`src/rtl/board_reset_ce_gen.sv`:
```
// Board reset sequencer and clock-enable generator.
// Merges PLL lock, the debounced board button, the key reset and the master
// reset into one stretched SYS_RST, then derives NUM_CE phase-aligned clock
// enables.
// Optional watchdog: define RSTGEN_WATCHDOG_EN to build it in.
module board_reset_ce_gen #(
    parameter int unsigned RST_CYCLES = 256,
    parameter int unsigned DEB_BITS   = 16,
    parameter int unsigned NUM_CE     = 4,
    parameter int unsigned CE_DIV_W   = 4,
    parameter logic [NUM_CE*CE_DIV_W-1:0] CE_DIV = 16'h8421,
    parameter int unsigned WDOG_BITS  = 24
) (
    input  logic              MCLK,
    input  logic              RESET,
    input  logic              PLL_LOCKED,
    input  logic              BTN_nRESET,
    input  logic              KEY_RST,
    input  logic              WDOG_KICK,
    output logic              SYS_RST,
    output logic [NUM_CE-1:0] CE,
    output logic              WDOG_TRIP
);

    typedef enum logic {ST_HOLD, ST_RUN} state_t;

    localparam logic [15:0] RST_LAST = 16'(RST_CYCLES - 1);

    // Terminal count of channel i: a zero field behaves like a ratio of 1.
    function automatic logic [CE_DIV_W-1:0] div_last(input int unsigned i);
        logic [CE_DIV_W-1:0] f;
        f = CE_DIV[i*CE_DIV_W +: CE_DIV_W];
        return (f == '0) ? '0 : f - 1'b1;
    endfunction

    logic                pll_meta_q, lock_s_q;
    logic                btn_meta_q, btn_sync_q;
    logic                btn_held_q, btn_held_d;
    logic [DEB_BITS-1:0] deb_cnt_q, deb_cnt_d;
    state_t              state_q, state_d;
    logic [15:0]         stretch_q, stretch_d;
    logic                sys_rst_q, sys_rst_d;
    logic [CE_DIV_W-1:0] cnt_q [NUM_CE];
    logic [CE_DIV_W-1:0] cnt_d [NUM_CE];
    logic [NUM_CE-1:0]   ce_q, ce_d;
    logic                wdog_fire;
    logic                req;

    // Two-flop synchronisers; the button idles in its released (high) level.
    always_ff @(posedge MCLK) begin
        if (RESET) begin
            pll_meta_q <= 1'b0;
            lock_s_q   <= 1'b0;
            btn_meta_q <= 1'b1;
            btn_sync_q <= 1'b1;
        end else begin
            pll_meta_q <= PLL_LOCKED;
            lock_s_q   <= pll_meta_q;
            btn_meta_q <= BTN_nRESET;
            btn_sync_q <= btn_meta_q;
        end
    end

    // Debounce: the held level flips only after the new level has persisted.
    always_comb begin
        deb_cnt_d  = deb_cnt_q;
        btn_held_d = btn_held_q;
        if (btn_sync_q == btn_held_q) begin
            deb_cnt_d = '0;
        end else if (deb_cnt_q == '1) begin
            btn_held_d = ~btn_held_q;
            deb_cnt_d  = '0;
        end else begin
            deb_cnt_d = deb_cnt_q + 1'b1;
        end
    end

    // Debounce state register.
    always_ff @(posedge MCLK) begin
        if (RESET) begin
            deb_cnt_q  <= '0;
            btn_held_q <= 1'b1;
        end else begin
            deb_cnt_q  <= deb_cnt_d;
            btn_held_q <= btn_held_d;
        end
    end

    assign req = RESET | KEY_RST | ~lock_s_q | ~btn_held_q | wdog_fire;

    // Reset FSM: any request restarts the stretch from zero.
    always_comb begin
        state_d   = state_q;
        stretch_d = stretch_q;
        case (state_q)
            ST_HOLD: begin
                if (req) begin
                    stretch_d = '0;
                end else if (stretch_q == RST_LAST) begin
                    state_d   = ST_RUN;
                    stretch_d = '0;
                end else begin
                    stretch_d = stretch_q + 1'b1;
                end
            end
            ST_RUN: begin
                stretch_d = '0;
                if (req) state_d = ST_HOLD;
            end
            default: begin
                state_d   = ST_HOLD;
                stretch_d = '0;
            end
        endcase
        sys_rst_d = (state_d == ST_HOLD);
    end

    // Reset FSM state and registered SYS_RST.
    always_ff @(posedge MCLK) begin
        if (RESET) begin
            state_q   <= ST_HOLD;
            stretch_q <= '0;
            sys_rst_q <= 1'b1;
        end else begin
            state_q   <= state_d;
            stretch_q <= stretch_d;
            sys_rst_q <= sys_rst_d;
        end
    end

    // Phase counters; the enable is computed from next-state values so that
    // each pulse lines up with its counter sitting at zero.
    always_comb begin
        for (int unsigned i = 0; i < NUM_CE; i++) begin
            if (sys_rst_q || cnt_q[i] == div_last(i)) cnt_d[i] = '0;
            else                                      cnt_d[i] = cnt_q[i] + 1'b1;
            ce_d[i] = ~sys_rst_d & (cnt_d[i] == '0);
        end
    end

    // Phase counter and clock-enable registers.
    always_ff @(posedge MCLK) begin
        if (RESET) begin
            for (int unsigned i = 0; i < NUM_CE; i++) cnt_q[i] <= '0;
            ce_q <= '0;
        end else begin
            for (int unsigned i = 0; i < NUM_CE; i++) cnt_q[i] <= cnt_d[i];
            ce_q <= ce_d;
        end
    end

`ifdef RSTGEN_WATCHDOG_EN
    logic [WDOG_BITS-1:0] wdog_q, wdog_d;

    // Watchdog: a kick on the all-ones cycle suppresses the trip.
    always_comb begin
        wdog_fire = (wdog_q == '1) & ~WDOG_KICK & ~RESET & (state_q == ST_RUN);
        wdog_d    = (WDOG_KICK | sys_rst_q) ? '0 : wdog_q + 1'b1;
    end

    // Watchdog counter register.
    always_ff @(posedge MCLK) begin
        if (RESET) wdog_q <= '0;
        else       wdog_q <= wdog_d;
    end

    assign WDOG_TRIP = wdog_fire;
`else
    logic [WDOG_BITS-1:0] unused_wdog;
    assign unused_wdog = {WDOG_BITS{WDOG_KICK}};
    assign wdog_fire   = 1'b0;
    assign WDOG_TRIP   = 1'b0;
`endif

    assign SYS_RST = sys_rst_q;
    assign CE      = ce_q;

endmodule
```
`config.mk`:
```
export PLATFORM = sky130hd
export DESIGN_NAME = board_reset_ce_gen
export DESIGN_NICKNAME = d
export VERILOG_FILES = /design/src/rtl/board_reset_ce_gen.sv
export SDC_FILE = /design/constraint.sdc
export NUM_CORES = 1
export LEC_CHECK = 0
export CORE_UTILIZATION = 30
export DETAILED_ROUTE_END_ITERATION = 10
export GPL_TIMING_DRIVEN = 0
export PLACE_DENSITY = 0.47
export SYNTH_ARGS = -nofsm -noshare
export SYNTH_HDL_FRONTEND = slang
export SYNTH_SLANG_ARGS = --single-unit
```
`constraint.sdc`:
```
create_clock -name MCLK -period 4.4 [get_ports MCLK]
set_input_delay 0.66 -clock MCLK [delete_from_list [all_inputs] [get_ports MCLK]]
set_output_delay 0.66 -clock MCLK [all_outputs]
set_load 0.01 [all_outputs]
```
After elaboration in Yosys (flattened, before gate mapping)
Memories as Yosys holds them, arrays and structs flattened.
Cells that the tools add are included.
- register bits: 43
- latch bits: 0
- memory bits (writable): 16
- memory bits (read-only): 0
- input port bits: 6
- output and inout bits: 6
- logic and storage cells: 68
- memories: 1
- memory list (name ; words ; width ; rd ports ; clocked after memory_dff ; wr ports ; RTL line ; text):
    cnt_q ; 4 ; 4 ; 4 ; 0 ; 4 ; 43 ; logic [CE_DIV_W-1:0] cnt_q [NUM_CE];
- $add $sub $neg: 6
- $mul: 0
- div/mod/pow operators: 0
- order comparisons: 0
- equality and inequality tests: 6
- shift-type cells: 0
- multiplexer cells: 18
- bitwise operators: 16
- reductions and logical operators: 11
- operators with widths (operator ; count):
    16-bit by 1-bit adder with 16-bit output, second input constant ; 2
    16-bit two-way mux ; 2
    4-bit two-way mux ; 8
    16-bit one-hot mux with 2 select lines ; 1
    4-bit logical NOT ; 5
    4-bit by 1-bit adder with 4-bit output, second input constant ; 4
    16-bit equality test, second input constant ; 1
    16-bit by 8-bit equality test with 1-bit output, second input constant ; 1
    1-bit bitwise OR ; 7
    1-bit two-way mux ; 6
    1-bit inverter ; 5
    1-bit bitwise AND ; 4
    4-bit by 1-bit equality test with 1-bit output, second input constant ; 1
    4-bit by 2-bit equality test with 1-bit output, second input constant ; 1
    4-bit by 3-bit equality test with 1-bit output, second input constant ; 1
    1-bit logical OR ; 4
    3-bit OR reduction ; 1
    1-bit one-hot mux with 2 select lines ; 1
    2-bit AND reduction ; 1
    1-bit equality test ; 1

Longest topological paths before layout
- depth after elaboration: 6
- depth in mapped cells: 6
- depth with buffers taken out: 6

Worst setup path after synthesis
Ideal clock, no wire load.
- kind: flip-flop to flip-flop
- from: reg stretch_q[0]
- to: reg stretch_q[10]
- library setup time: 64 ps
- data arrival time: 1374 ps
- required time: 4336 ps
- slack: 2962 ps
- stages on the path, launching flop included: 7
- buffers on the path: 1
- period minus slack after synthesis: 1438 ps
- path through: dfxtp_1 ha_1 and3_1 a41oi_1 nand2_2 buf_2 nor2_1
- longest elaborated chain between the ends: 4
- elaborated cells between the ends (all ways): 5
- classes of those cells: add/sub: 1; eq/ne: 1; mux: 3
- ends and longest elaborated chain (element ; RTL line ; text):
    from (decl) ; 41 ; logic [15:0] stretch_q, stretch_d;
    from (signal assigned) ; 126 ; stretch_q <= stretch_d;
    16-bit by 1-bit adder with 16-bit output or 16-bit by 8-bit equality test with 1-bit output (tied branches) ; 103, 99 ;
    16-bit two-way mux * ; 99 ; end else if (stretch_q == RST_LAST) begin
    16-bit two-way mux * ; 97 ; if (req) begin
    16-bit one-hot mux with 2 select lines * ; 95 ; case (state_q)
Every way passes the cells marked *; elsewhere a longest branch is shown, timed or not.
A chain may end at the register's enable or synchronous reset.

==> flow_results.xml <==
<?xml version="1.0" encoding="UTF-8"?>
<metrics>
  <group name="outcome">
    <metric name="outcome" unit="">complete, no violations</metric>
  </group>
  <group name="cts">
    <metric name="cts.path.max_buffers" unit="">2</metric>
    <metric name="cts_root_buffer" unit="">clkbuf_8</metric>
    <metric name="htreeDepth" unit="">3</metric>
    <metric name="cts-buffers-inserted" unit="">9</metric>
    <metric name="tritoncts_num_sinks" unit="">59</metric>
    <metric name="cts_hold_buffers" unit="">0</metric>
    <metric name="tritoncts_clock_tree" unit="">built</metric>
    <metric name="cts_setup_buffers" unit="">0</metric>
    <metric name="clk_pin_slew_worst_paths" unit="ns">0.07</metric>
    <metric name="ctsResizeCount" unit="">0</metric>
    <metric name="worst_skew_pair.late_latency" unit="ns">0.33</metric>
  </group>
  <group name="hold_path">
    <metric name="worst_hold_path_cells" unit="">1</metric>
    <metric name="hold_path.class" unit="">flop to flop</metric>
    <metric name="holdPathEnd" unit="">btn_sync_q</metric>
    <metric name="hold_start" unit="">btn_meta_q</metric>
  </group>
  <group name="finish">
    <metric name="layout-drive-gt1-share" unit="%">10.74</metric>
    <metric name="final_cell_mix" unit="">dfxtp_1 (59), nor2_1 (49), xnor2_1 (22)</metric>
    <metric name="nets" unit="">307</metric>
    <metric name="areaGrowthSynthToFinish" unit="%">16.44</metric>
    <metric name="antenna-diode-count" unit="">0</metric>
    <metric name="leading_cell_type_in_the_layout_fill_and_taps_excluded" unit="">dfxtp_1</metric>
  </group>
  <group name="worst_setup_path">
    <metric name="cp-start-kind" unit="">primary input</metric>
    <metric name="ff2ff_setup_slack" unit="ns">2.67</metric>
    <metric name="critical_path_arrival" unit="ns">2.07</metric>
    <metric name="cp.required" unit="ns">4.60</metric>
    <metric name="critPathCaptureType" unit="">flop</metric>
    <metric name="peak_fanout_along_the_critical_path" unit="">10</metric>
    <metric name="reg2reg_from" unit="">stretch_q[0]</metric>
    <metric name="criticalPathCategory" unit="">primary input to flop</metric>
    <metric name="worst_r2r_endpoint" unit="">stretch_q[7]</metric>
    <metric name="r2r_cells" unit="">6</metric>
  </group>
  <group name="place">
    <metric name="place_congestion" unit="">0.7033</metric>
    <metric name="hpwlAfterDp" unit="um">3112</metric>
    <metric name="place.port_buffers" unit="">9</metric>
  </group>
  <group name="die">
    <metric name="die_width" unit="um">93.77</metric>
    <metric name="initial_utilization" unit="%">30.90</metric>
    <metric name="floorplan.die.height" unit="um">93.77</metric>
    <metric name="core" unit="mm^2">0.008175</metric>
    <metric name="fp.dieArea" unit="mm^2">0.008792</metric>
    <metric name="rows" unit="">33</metric>
    <metric name="num_io_pins" unit="">12</metric>
  </group>
  <group name="grt">
    <metric name="overflow" unit="">0</metric>
    <metric name="grt_antenna_before_repair" unit="">0</metric>
    <metric name="grt_max_degree" unit="">11</metric>
    <metric name="first_pass_grt_wire_length" unit="um">7700</metric>
    <metric name="grt_pass1_vias" unit="">1712</metric>
    <metric name="grt.total_usage" unit="%">11.51</metric>
  </group>
  <group name="timing">
    <metric name="hold_violations" unit="">0</metric>
    <metric name="post-route-min-period" unit="ns">1.870</metric>
    <metric name="timing.final.max_slew_violations" unit="">0</metric>
    <metric name="tns" unit="ns">0</metric>
    <metric name="setup_viol" unit="">0</metric>
    <metric name="rsz0062_at_grt" unit="">no</metric>
    <metric name="fin_worst_skew" unit="ns">0.008410</metric>
    <metric name="max_clock_freq" unit="MHz">534.9</metric>
    <metric name="period_share" unit="%">42.49</metric>
  </group>
  <group name="synthesis">
    <metric name="synth-seq-cells" unit="">59</metric>
    <metric name="syn_nets" unit="">287</metric>
    <metric name="post_synth_inst_count" unit="">273</metric>
    <metric name="post_synth_instance_area" unit="mm^2">0.002526</metric>
    <metric name="yosysSeqAreaShare" unit="%">46.76</metric>
    <metric name="post_synth.cell_area_avg" unit="um^2">9.253</metric>
    <metric name="postSynth.asyncResetShare" unit="%">0</metric>
    <metric name="postSynth.topFlopCell" unit="">dfxtp_1</metric>
    <metric name="yosysWarningCount" unit="">0</metric>
    <metric name="synth-edff-count" unit="">0</metric>
    <metric name="synth.distinct_cells" unit="">45</metric>
  </group>
  <group name="routing">
    <metric name="final_antenna_net_count" unit="">0</metric>
    <metric name="drt_first_iter_violations" unit="">35</metric>
    <metric name="drt-pass1-iter-count" unit="">6</metric>
    <metric name="remaining_drc_errors" unit="">0</metric>
    <metric name="wl" unit="um">4503</metric>
    <metric name="detailroute.via_count" unit="">1828</metric>
    <metric name="vias_per_cell" unit="">4.536</metric>
    <metric name="routedWlPerCell" unit="um">11.17</metric>
  </group>
  <group name="power_and_ir_drop">
    <metric name="post-layout-total-power" unit="mW">1.031</metric>
    <metric name="vdd_ir_drop_max" unit="mV">0.1500</metric>
    <metric name="p_leak" unit="nW">1.028</metric>
    <metric name="powerDensity" unit="mW/mm^2">350.5</metric>
  </group>
  <group name="job">
    <metric name="max_capacitance_violation_total" unit="">0</metric>
  </group>
</metrics>
worst max path at each step:
stage | to | from
2_1_floorplan | stretch_q[10] | stretch_q[0]
3_3_place_gp | cnt_q[2][1] | RESET
3_5_place_dp | cnt_q[2][1] | RESET
4_1_cts | cnt_q[2][1] | RESET
5_1_grt | cnt_q[2][1] | RESET
6_report | cnt_q[2][1] | RESET
critical path, cell delays in order:
cell and delay (ns):
clkdlybuf4s50_1 0.51, clkbuf_1 0.33, or2_1 0.15, clkbuf_1 0.32
nor3_1 0.09
registers in the layout, indices dropped and copies added, names as in the netlist:
name        flops
btn_meta_q      1
CE              4
deb_cnt_q      16
btn_sync_q      1
cnt_q          16
lock_s_q        1
SYS_RST         1
state_q         1
pll_meta_q      1
stretch_q      16
btn_held_q      1
through the flow:
stage | hold slack, ns | setup slack (ns) | cell area, um^2 | std cells | util, %
2_1_floorplan | 0.3895 | 2.962 | 2526 | 273 | -
3_3_place_gp | 0.3923 | 2.129 | 2748 | 387 | 33.61
3_5_place_dp | 0.3980 | 2.143 | 2748 | 387 | 33.61
4_1_cts | 0.4170 | 2.499 | 2942 | 403 | 35.98
5_1_grt | 0.4466 | 2.421 | 2942 | 403 | 35.98
6_report | 0.4117 | 2.530 | 2942 | 403 | 35.98
cells by family after synthesis:
kind of cell / synth area share (%)
compound gates: 4.904
xor+xnor: 11.44
fa+ha+maj: 3.963
buf+inv: 3.318
flops: 46.76
mux: 1.189
other cells: 0.1484
simple gates: 28.28
Yosys cell counts (2+ instances only):
cell type  count  share of area [%]
a21oi_1        5               0.99
nand3b_1       4                1.2
nor4_1         7                1.7
nand4_2        4                2.0
mux2i_1        3                1.2
a311oi_1       3                1.0
or2_2          2               0.50
clkbuf_1       3               0.45
xor2_1        11                3.8
inv_1         13                1.9
buf_4          2               0.59
nand3_1       13                2.6
nor3_1        11                2.2
and4_1         2               0.69
xnor2_1       22                7.6
o21ai_0        3               0.59
nor2b_1        3               0.74
nand4_1        5                1.2
nand2b_1       4               0.99
ha_1           8                4.0
nand2_1        8                1.2
nor2_1        49                7.3
dfxtp_1       59                 47
and3_1         7                1.7
and4_2         2               0.79
report_power, final:
part / internal, mW / total, mW / leakage, nW / switching, mW
Combinational: 0.00646 / 0.0122 / 0.453 / 0.00572
Sequential: 0.536 / 0.537 / 0.476 / 0.000800
Clock: 0.274 / 0.482 / 0.0991 / 0.208
layer usage:
layer,share of wire [%],up-vias,track usage (%)
met5,0,-,0
met4,2.2,0,7.308
met3,2.8,8,3.560
met2,41,16,16.18
met1,54,824,15.09
li1,-,980,-
area by class of cell:
cell class              instances  area (um^2)
flip-flops and latches         59         1181
well taps                     105        131.4
multi-input cells             194         1261
repair buffers                  9        90.09
plain buffers                   6        31.28
fillers                       866         5234
inverters                      14        52.55
clock buffers                  11        141.4
clock inverters                 5        52.55
Note: power is estimated with default switching activity, not from simulation.
